## config.mk

```make
export PLATFORM = sky130hd
export DESIGN_NAME = mac_operand_sequencer_flat
export DESIGN_NICKNAME = d
export VERILOG_FILES = /design/src/rtl/mac_operand_sequencer_if.sv /design/src/rtl/mac_operand_sequencer.sv /design/src/flat_wrapper.sv
export SDC_FILE = /design/constraint.sdc
export NUM_CORES = 1
export LEC_CHECK = 0
export ABC_AREA = 1
export ABC_CLOCK_PERIOD_IN_PS = 3000
export CAP_MARGIN = 10
export CORE_ASPECT_RATIO = 1.75
export CORE_MARGIN = 5
export CORE_UTILIZATION = 55
export CTS_CLUSTER_DIAMETER = 80
export DETAILED_ROUTE_END_ITERATION = 8
export PLACE_DENSITY_LB_ADDON = 0.15
export REMOVE_ABC_BUFFERS = 1
export SLEW_MARGIN = 0
export SYNTH_ARGS = -nofsm -noshare
export SYNTH_HDL_FRONTEND = slang
export SYNTH_SLANG_ARGS = --single-unit
```

## constraint.sdc

```tcl
create_clock -name clk -period 3 [get_ports clk]
set_input_delay 0.9 -clock clk [delete_from_list [all_inputs] [get_ports clk]]
set_output_delay 0.9 -clock clk [all_outputs]
set_load 0.005 [all_outputs]
```

## src/rtl/mac_operand_sequencer_if.sv

```systemverilog
// Host/MAC-side bundle for mac_operand_sequencer: buffer write port, go/num_pairs
// control, and the registered operand/control outputs that feed the neuron MAC.
interface mac_operand_sequencer_if #(
  parameter int N_INPUTS = 8
);
  localparam int AW = $clog2(N_INPUTS);

  logic          wr_en;
  logic [AW-1:0] wr_addr;
  logic [7:0]    wr_a;
  logic [7:0]    wr_w;
  logic [AW:0]   num_pairs;
  logic          go;
  logic [7:0]    An;
  logic [7:0]    Wn;
  logic [2:0]    counter;
  logic          start;
  logic          stop;
  logic          busy;
  logic          done;

  modport master (
    output wr_en, wr_addr, wr_a, wr_w, num_pairs, go,
    input  An, Wn, counter, start, stop, busy, done
  );

  modport slave (
    input  wr_en, wr_addr, wr_a, wr_w, num_pairs, go,
    output An, Wn, counter, start, stop, busy, done
  );
endinterface

```

## src/rtl/mac_operand_sequencer.sv

```systemverilog
// Replays buffered activation/weight pairs through the CORDIC multiply schedule.
// Optional SEQ_ZERO_SKIP_EN: pairs with a zero operand are skipped (1 scan cycle each).
module mac_operand_sequencer #(
  parameter int N_INPUTS = 8,
  parameter int ITER     = 8
) (
  input logic                    clk,
  input logic                    rst,
  mac_operand_sequencer_if.slave bus
);
  localparam int         AW       = $clog2(N_INPUTS);
  localparam int         NW       = AW + 1;
  localparam logic [2:0] CNT_LAST = 3'(ITER - 1);

  typedef enum logic [2:0] {
    IDLE,
    START,
    RUN,
    STOP,
    DONE,
    SCAN
  } state_t;

  state_t        state_q;
  logic [AW-1:0] idx_q;
  logic [NW-1:0] np_q;
  logic [7:0]    an_q;
  logic [7:0]    wn_q;
  logic [2:0]    cnt_q;
  logic          start_q;
  logic          stop_q;
  logic          busy_q;
  logic          done_q;
  logic [15:0]   mem_q [N_INPUTS];

  logic [NW-1:0] np_d;
  logic [AW-1:0] tgt_d;
  logic [15:0]   tgt_pair_d;
  logic          tgt_skip_d;
  logic          last_d;

  // tgt_d is the pair about to be launched: 0 from IDLE, otherwise the one after idx_q.
  always_comb begin
    np_d       = (bus.num_pairs > NW'(N_INPUTS)) ? NW'(N_INPUTS) : bus.num_pairs;
    tgt_d      = (state_q == IDLE) ? '0 : idx_q + 1'b1;
    tgt_pair_d = mem_q[tgt_d];
    last_d     = ({1'b0, idx_q} == np_q - 1'b1);
`ifdef SEQ_ZERO_SKIP_EN
    tgt_skip_d = (tgt_pair_d[15:8] == 8'd0) || (tgt_pair_d[7:0] == 8'd0);
`else
    tgt_skip_d = 1'b0;
`endif
  end

  // Operand buffer is never reset; host writes are locked out while an evaluation runs.
  always_ff @(posedge clk) begin
    if (bus.wr_en && !busy_q && (32'(bus.wr_addr) < N_INPUTS)) begin
      mem_q[bus.wr_addr] <= {bus.wr_a, bus.wr_w};
    end
  end

  always_ff @(posedge clk) begin
    if (rst) begin
      state_q <= IDLE;
      idx_q   <= '0;
      np_q    <= '0;
      an_q    <= '0;
      wn_q    <= '0;
      cnt_q   <= '0;
      start_q <= 1'b0;
      stop_q  <= 1'b0;
      busy_q  <= 1'b0;
      done_q  <= 1'b0;
    end else begin
      case (state_q)
        IDLE: begin
          if (bus.go) begin
            np_q   <= np_d;
            idx_q  <= '0;
            busy_q <= 1'b1;
            if (np_d == '0) begin
              state_q <= DONE;
              done_q  <= 1'b1;
            end else if (tgt_skip_d) begin
              state_q <= SCAN;
            end else begin
              state_q <= START;
              start_q <= 1'b1;
              cnt_q   <= '0;
              an_q    <= tgt_pair_d[15:8];
              wn_q    <= tgt_pair_d[7:0];
            end
          end
        end
        START: begin
          start_q <= 1'b0;
          if (ITER > 1) begin
            state_q <= RUN;
            cnt_q   <= cnt_q + 3'd1;
          end else begin
            state_q <= STOP;
            stop_q  <= 1'b1;
          end
        end
        RUN: begin
          if (cnt_q == CNT_LAST) begin
            state_q <= STOP;
            stop_q  <= 1'b1;
          end else begin
            cnt_q <= cnt_q + 3'd1;
          end
        end
        STOP: begin
          stop_q <= 1'b0;
          if (last_d) begin
            state_q <= DONE;
            done_q  <= 1'b1;
          end else begin
            idx_q <= tgt_d;
            if (tgt_skip_d) begin
              state_q <= SCAN;
            end else begin
              state_q <= START;
              start_q <= 1'b1;
              cnt_q   <= '0;
              an_q    <= tgt_pair_d[15:8];
              wn_q    <= tgt_pair_d[7:0];
            end
          end
        end
`ifdef SEQ_ZERO_SKIP_EN
        SCAN: begin
          if (last_d) begin
            state_q <= DONE;
            done_q  <= 1'b1;
          end else begin
            idx_q <= tgt_d;
            if (!tgt_skip_d) begin
              state_q <= START;
              start_q <= 1'b1;
              cnt_q   <= '0;
              an_q    <= tgt_pair_d[15:8];
              wn_q    <= tgt_pair_d[7:0];
            end
          end
        end
`endif
        DONE: begin
          done_q  <= 1'b0;
          busy_q  <= 1'b0;
          state_q <= IDLE;
        end
        default: begin
          state_q <= IDLE;
        end
      endcase
    end
  end

  assign bus.An      = an_q;
  assign bus.Wn      = wn_q;
  assign bus.counter = cnt_q;
  assign bus.start   = start_q;
  assign bus.stop    = stop_q;
  assign bus.busy    = busy_q;
  assign bus.done    = done_q;
endmodule

```

## src/flat_wrapper.sv

```systemverilog
// flat-port wrapper written by rule: the top's interface ports become plain ports
module mac_operand_sequencer_flat 
#(
  parameter int N_INPUTS = 8,
  parameter int ITER     = 8
)
  (clk, rst, bus_wr_en, bus_wr_addr, bus_wr_a, bus_wr_w, bus_num_pairs, bus_go, bus_An, bus_Wn, bus_counter, bus_start, bus_stop, bus_busy, bus_done);
  mac_operand_sequencer_if #(.N_INPUTS(N_INPUTS)) bus_i ();
  input logic clk;
  input logic rst;
  input wire logic [$bits(bus_i.wr_en)-1:0] bus_wr_en;
  input wire logic [$bits(bus_i.wr_addr)-1:0] bus_wr_addr;
  input wire logic [$bits(bus_i.wr_a)-1:0] bus_wr_a;
  input wire logic [$bits(bus_i.wr_w)-1:0] bus_wr_w;
  input wire logic [$bits(bus_i.num_pairs)-1:0] bus_num_pairs;
  input wire logic [$bits(bus_i.go)-1:0] bus_go;
  output wire logic [$bits(bus_i.An)-1:0] bus_An;
  output wire logic [$bits(bus_i.Wn)-1:0] bus_Wn;
  output wire logic [$bits(bus_i.counter)-1:0] bus_counter;
  output wire logic [$bits(bus_i.start)-1:0] bus_start;
  output wire logic [$bits(bus_i.stop)-1:0] bus_stop;
  output wire logic [$bits(bus_i.busy)-1:0] bus_busy;
  output wire logic [$bits(bus_i.done)-1:0] bus_done;
  assign bus_i.wr_en = bus_wr_en;
  assign bus_i.wr_addr = bus_wr_addr;
  assign bus_i.wr_a = bus_wr_a;
  assign bus_i.wr_w = bus_wr_w;
  assign bus_i.num_pairs = bus_num_pairs;
  assign bus_i.go = bus_go;
  assign bus_An = bus_i.An;
  assign bus_Wn = bus_i.Wn;
  assign bus_counter = bus_i.counter;
  assign bus_start = bus_i.start;
  assign bus_stop = bus_i.stop;
  assign bus_busy = bus_i.busy;
  assign bus_done = bus_i.done;
  mac_operand_sequencer #(.N_INPUTS(N_INPUTS), .ITER(ITER)) u_core (.clk(clk), .rst(rst), .bus(bus_i));
endmodule
```

# --- Word level (Yosys, flattened, before mapping) ---
# Memory sizes are Yosys's and may differ from the RTL's.
# Index checks and enable logic that the tools add are counted.
totals:
  memories: 1
  latchBits: 0
  mem_bits_ro: 0
  ff_bits: 33
  wordCells: 84
  in_bits: 27
  output_inout_bits: 23
  ram_bits: 128
mem_list:
  columns: ["name", "depth", "word_bits", "rd", "rd_ports_with_merged_regs", "wr", "line_no", "text"]
  rows:
  - ["u_core.mem_q", 8, 16, 1, 0, 1, "mac_operand_sequencer.sv:34", "logic [15:0] mem_q [N_INPUTS];"]
classes:
  multipliers: 0
  order_cmp: 1
  n_reduce_logical: 19
  n_bitwise: 0
  shift: 0
  n_div: 0
  n_addsub: 3
  mux: 37
  n_eq_ne: 13
op_table:
  columns: ["operator", "n"]
  rows:
  - ["8-bit two-way mux", 6]
  - ["3-bit two-way mux", 11]
  - ["8-bit one-hot mux with 2 select lines", 2]
  - ["3-bit one-hot mux with 4 select lines", 2]
  - ["4-bit AND reduction", 3]
  - ["1-bit two-way mux", 10]
  - ["2-bit != test (second input constant)", 5]
  - ["2-bit AND reduction", 4]
  - ["3-bit by 1-bit adder with 3-bit output (second input constant)", 2]
  - ["3-bit by 2-bit equality test with 1-bit output (second input constant)", 2]
  - ["3-bit equality test (second input constant)", 2]
  - ["1-bit one-hot mux with 3 select lines", 2]
  - ["3-bit one-hot mux with 2 select lines", 1]
  - ["2-bit nonzero test", 3]
  - ["3-bit nonzero test", 2]
  - ["5-bit AND reduction", 1]
  - ["3-bit by 4-bit equality test with 1-bit output", 1]
  - ["4-bit > comparator (second input constant)", 1]
  - ["4-bit zero test", 1]
  - ["4-bit two-way mux", 1]
  - ["2-bit by 1-bit != test with 1-bit output (second input constant)", 2]
  - ["1-bit one-hot mux with 2 select lines", 2]
  - ["4-bit nonzero test", 1]
  - ["4-bit by 1-bit subtractor with 4-bit output (second input constant)", 1]
  - ["other kinds (5)", 5]

# --- Logic depth before layout (Yosys ltp) ---
logic_depth:
  ltp_word: 6
  mapped_depth: 13
  depth_no_buf: 12

# --- Worst setup path after synthesis ---
# OpenSTA, ideal clock, no wires.
synth_timing:
  kind: "in2reg"
  from: "in bus_wr_en"
  to: "mem u_core.mem_q[6][0] (enable)"
  t_required_ns: 2.612
  arrival_time_ns: 1.835
  cell_stages: 4
  slack_ns: 0.777
  path_cell_list: "inv_1 > nor2_1 > nand2_1 > nor2_1"
synth_via:
  elab_chain_len: 3
synth_lines:
  columns: ["item", "line_no", "text"]
  rows:
  - ["start: declaration", "flat_wrapper.sv:11", "input wire logic [$bits(bus_i.wr_en)-1:0] bus_wr_en;"]
  - ["1-bit logical AND", "mac_operand_sequencer.sv:57", "if (bus.wr_en && !busy_q && (32'(bus.wr_addr) < N_INPUTS)) begin"]
  - ["1-bit two-way mux", "mac_operand_sequencer.sv:57", null]
  - ["1-bit two-way mux (not written as such)", "mac_operand_sequencer.sv:58", "mem_q[bus.wr_addr] <= {bus.wr_a, bus.wr_w};"]
  - ["end: declaration", "mac_operand_sequencer.sv:34", null]
# No other way between the ends.

# --- Final worst setup path ---
layout_timing:
  from: "reg u_core.state_q[2]"
  to: "reg u_core.cnt_q[1] (netlist: u_core.bus.counter[1])"
layout_via:
  elab_chain_len: 3
  word_cells_on_any_way: 11
  classes_between: "eq/ne (7); mux (1); reduce/logical (3)"
layout_lines:
  columns: ["item", "line_no", "text"]
  rows:
  - ["start: declaration", "mac_operand_sequencer.sv:24", "state_t state_q;"]
  - ["start signal: assignment", "mac_operand_sequencer.sv:64", "state_q <= IDLE;"]
  - ["start signal: assignment", "mac_operand_sequencer.sv:82", "state_q <= DONE;"]
  - ["start signal: assignment", "mac_operand_sequencer.sv:85", "state_q <= SCAN;"]
  - ["3-bit by 2-bit equality test with 1-bit output (tied with other cells)", "mac_operand_sequencer.sv:75", "case (state_q)"]
  - ["2-bit != test (no line) / 4-bit nonzero test (equally long branches)", null, null]
  - ["5-bit AND reduction (no line)", null, null]
  - ["end signal: assignment", "mac_operand_sequencer.sv:99", "cnt_q <= cnt_q + 3'd1;"]
  - ["end signal: assignment", "mac_operand_sequencer.sv:110", "cnt_q <= cnt_q + 3'd1;"]
  - ["end: declaration", "mac_operand_sequencer.sv:29", "logic [2:0] cnt_q;"]
# Parallel ways exist; a longest one is shown, timed or not.
# A chain may end at the register's enable or synchronous reset.

==> summary.txt <==
Outcome
  – Outcome: finished clean

Route
  – Avg WL per Cell: 16.5 µm
  – Number of remaining DRC errors: 0
  – Antenna viol nets, final: 0
  – Via/cell ratio: 5.34
  – Drt first pass iters: 5
  – Initial DRC count: 453
  – DR vias: 5325
  – Final wirelength: 16.5 mm

Power
  – Total power: 0.00672 W
  – VDD IR-drop max: 0.000418 V
  – LEAKAGE: 3.62 nW
  – Pwr per Cell Area: 788 mW/mm²

Logic synthesis
  – Mean Syn Cell Area: 9.50 µm²
  – Async set-reset flop share out of synthesis: 0%
  – Post-synth top cells: 220 x nand2_1, 128 x edfxtp_1, 110 x inv_1, 74 x nand3_1, 66 x nor2_1
  – YS warnings: 0
  – Largest cells by area after synthesis: edfxtp_1 53%, nand2_1 11%, dfxtp_1 9.1%
  – FF+latch count, synth: 161
  – Post-synthesis cell count: 764
  – Synth area leader: edfxtp_1
  – Cell area after synthesis: 0.00726 mm²
  – Most frequent cell after synthesis: nand2_1
  – Seq/Total Area, Yosys: 62.1%
  – Yosys top cell area share: 53.0%
  – Netlist cell types: 26
  – Main synth FF type: edfxtp_1
  – Post-synth EDFFs: 128

Setup path
  – R2R Path Start: u_core.state_q[2]
  – Worst Path Arrival: 2.72 ns
  – CP max FO: 44
  – Most frequent cell on the critical path: nand2_1
  – Startpoint types: flop
  – Slowest cell on the critical path: buf_4
  – Req. time, crit path: 3.35 ns
  – FF-to-FF path depth: 11
  – Reg-to-reg endpoint: u_core.bus.counter[1]
  – Cell breakdown of the critical path: inv_2, nand2_4, buf_4, inv_1, nand2_1, nand2_1, nor2_1, nand3_1, nand2_1, nand2_1, nor2_1
  – Buf+Inv Stages, Crit Path: 3
  – Delay-heaviest family, CP: simple AND/OR/NAND/NOR gates
  – Crit Path Class: flop to flop
  – Stages on worst setup path: 11
  – Critical Path End Type: flop
  – Worst path max stage delay: 0.50 ns
  – Flop-to-flop setup slack: 0.63 ns

Floorplanning
  – Core area: 0.0129 mm²
  – Die Y: 162 µm
  – Die ar.: 0.0157 mm²
  – Io pins: 50
  – Site Rows: 55
  – Initial core utilization: 56.1%
  – Die width: 96.8 µm

GRT
  – Largest net degree at the start of global routing: 51
  – Vias in the first global route: 5575
  – Grt ovf: 0
  – GRT Total Usage: 22.0%
  – Initial antenna violation count: 0
  – Global-route wire length before repair: 26.9 mm

Timing
  – Worst slew margin: 50.5%
  – Final worst path period share: 79.0%
  – Tmin final: 2.37 ns
  – Max Freq: 422 MHz
  – RSZ-0062 raised after global routing: no
  – Hold Slack: 0.452 ns
  – Final Max Tran Viols: 0
  – Post-Route Skew: 0.00883 ns
  – Worst-margin pin slew: 0.742 ns
  – Setup-failing EPs final: 0
  – Fin Setup TNS: 0 ns
  – Final Hold Vio Count: 0

Clock tree
  – Post CTS Setup Buffer Count: 0
  – Insertion delay to the later sink of the worst-skew pair: 0.41 ns
  – Post-CTS sizing: 0
  – TritonCTS Buffers: 17
  – CTS Buffer Depth: 2
  – Clock Pin Slew Worst Setup and Hold Paths: 0.06 ns
  – Clk Tree Root Cell: clkbuf_16
  – CTS sink cnt: 161
  – Htree depth: 4
  – Hold-fix buffers, CTS: 0
  – CTS tree: yes

Hold path
  – Worst min-delay path category: flop to flop
  – Worst Hold Launch: u_core.bus.done
  – Hold Path End: u_core.bus.done
  – Cells on Worst Hold Path: 2

Placed design
  – Final HPWL DP: 9.87 mm
  – Post-DP Area: 0.00793 mm²
  – GP Congestion: 0.815
  – PortBufs: 49

Final layout
  – Fraction of layout cells with a size suffix above 1: 6.53%
  – Nets@finish: 845
  – Number of antenna repair diodes: 0
  – Final instance area: 0.00853 mm²
  – Area growth, synth to finish: 17.5%
  – Final core utilization: 65.9%

Flow run
  – Max Cap Viol: 0
## state kept, by name, indices dropped and copies added, names as in the netlist
| name | flops |
|---|---|
| u_core.bus.An | 8 |
| u_core.bus.stop | 1 |
| u_core.bus.start | 1 |
| u_core.bus.busy | 1 |
| u_core.bus.done | 1 |
| u_core.idx_q | 3 |
| u_core.bus.Wn | 8 |
| u_core.bus.counter | 3 |
| u_core.state_q | 3 |
| u_core.mem_q | 128 |
| u_core.np_q | 4 |
## layer usage
metal  part of all wire (%)  global-route usage (%)
met2                     53                    39.1
met1                     39                    24.8
met4                    2.8                    11.6
met3                    5.8                    4.38
met5                      0                       0
## worst max-delay path by stage
stage | endpoint | startpoint | slack, ns
floorplan | u_core.bus.An[0] | u_core.idx_q[0] | 0.72
global placement | u_core.bus.Wn[2] | bus_num_pairs[0] | 0.54
detailed placement | u_core.bus.Wn[3] | bus_num_pairs[0] | 0.50
CTS | u_core.bus.counter[1] | u_core.state_q[2] | 0.66
global route | u_core.bus.counter[0] | u_core.state_q[2] | 0.27
finish | u_core.bus.counter[1] | u_core.state_q[2] | 0.63
## power by group
group | switching (W) | leakage, nW | internal, W
logic | 0.00116 | 1.90 | 0.000740
clock network | 0.000842 | 0.286 | 0.00127
registers | 0.000118 | 1.43 | 0.00259
## worst reg2reg max path, cell delays in order (launching register included)
cell and delay (ns):
dfxtp_1 0.43, inv_2 0.10, nand2_4 0.30, buf_4 0.51, inv_1 0.12, nand2_1 0.19
nand2_1 0.08, nor2_1 0.13, nand3_1 0.19, nand2_1 0.11, nand2_1 0.05, nor2_1 0.09
## area by class of cell
| class | instances | area, µm² |
|---|---|---|
| repair buffers | 65 | 636 |
| inverters | 113 | 424 |
| flip-flops and latches | 161 | 4500 |
| clock buffers | 23 | 500 |
| clock inverters | 9 | 93.8 |
| fillers | 1065 | 4410 |
| well taps | 171 | 214 |
| multi-input cells | 456 | 2150 |
## cells by family (layout without fill, tap and decap cells)
group                      after synthesis  after routing  share of synthesized area, %
buffers and inverters                  147            210                          8.24
DFF                                    161            161                          62.1
AOI/OAI and AO/OA                       17             17                          1.31
and+or+nand+nor                        434            434                          27.6
adders and majority gates                4              4                         0.690
xor gates and xnor gates                 1              1                         0.121
## layout by cell type (no fill, tap or decap), drive strengths merged, types with 4 or more instances in the layout
master / netlist / routed
a21oi: 10 / 10
edfxtp: 128 / 128
buf: 28 / 16
nand3b: 65 / 65
inv: 113 / 116
nand3: 75 / 75
clkbuf: 6 / 23
ha: 4 / 4
dfxtp: 33 / 33
clkdlybuf4s50: 0 / 49
nand2: 224 / 224
nor2: 67 / 67
## stage by stage
step,instances,worst slack [ns]
4_1_cts,998,0.658
3_3_place_gp,966,0.537
3_5_place_dp,966,0.502
2_1_floorplan,730,0.716
5_1_grt,998,0.267
6_report,998,0.631
No activity file was read; power rests on OpenSTA's default activity.
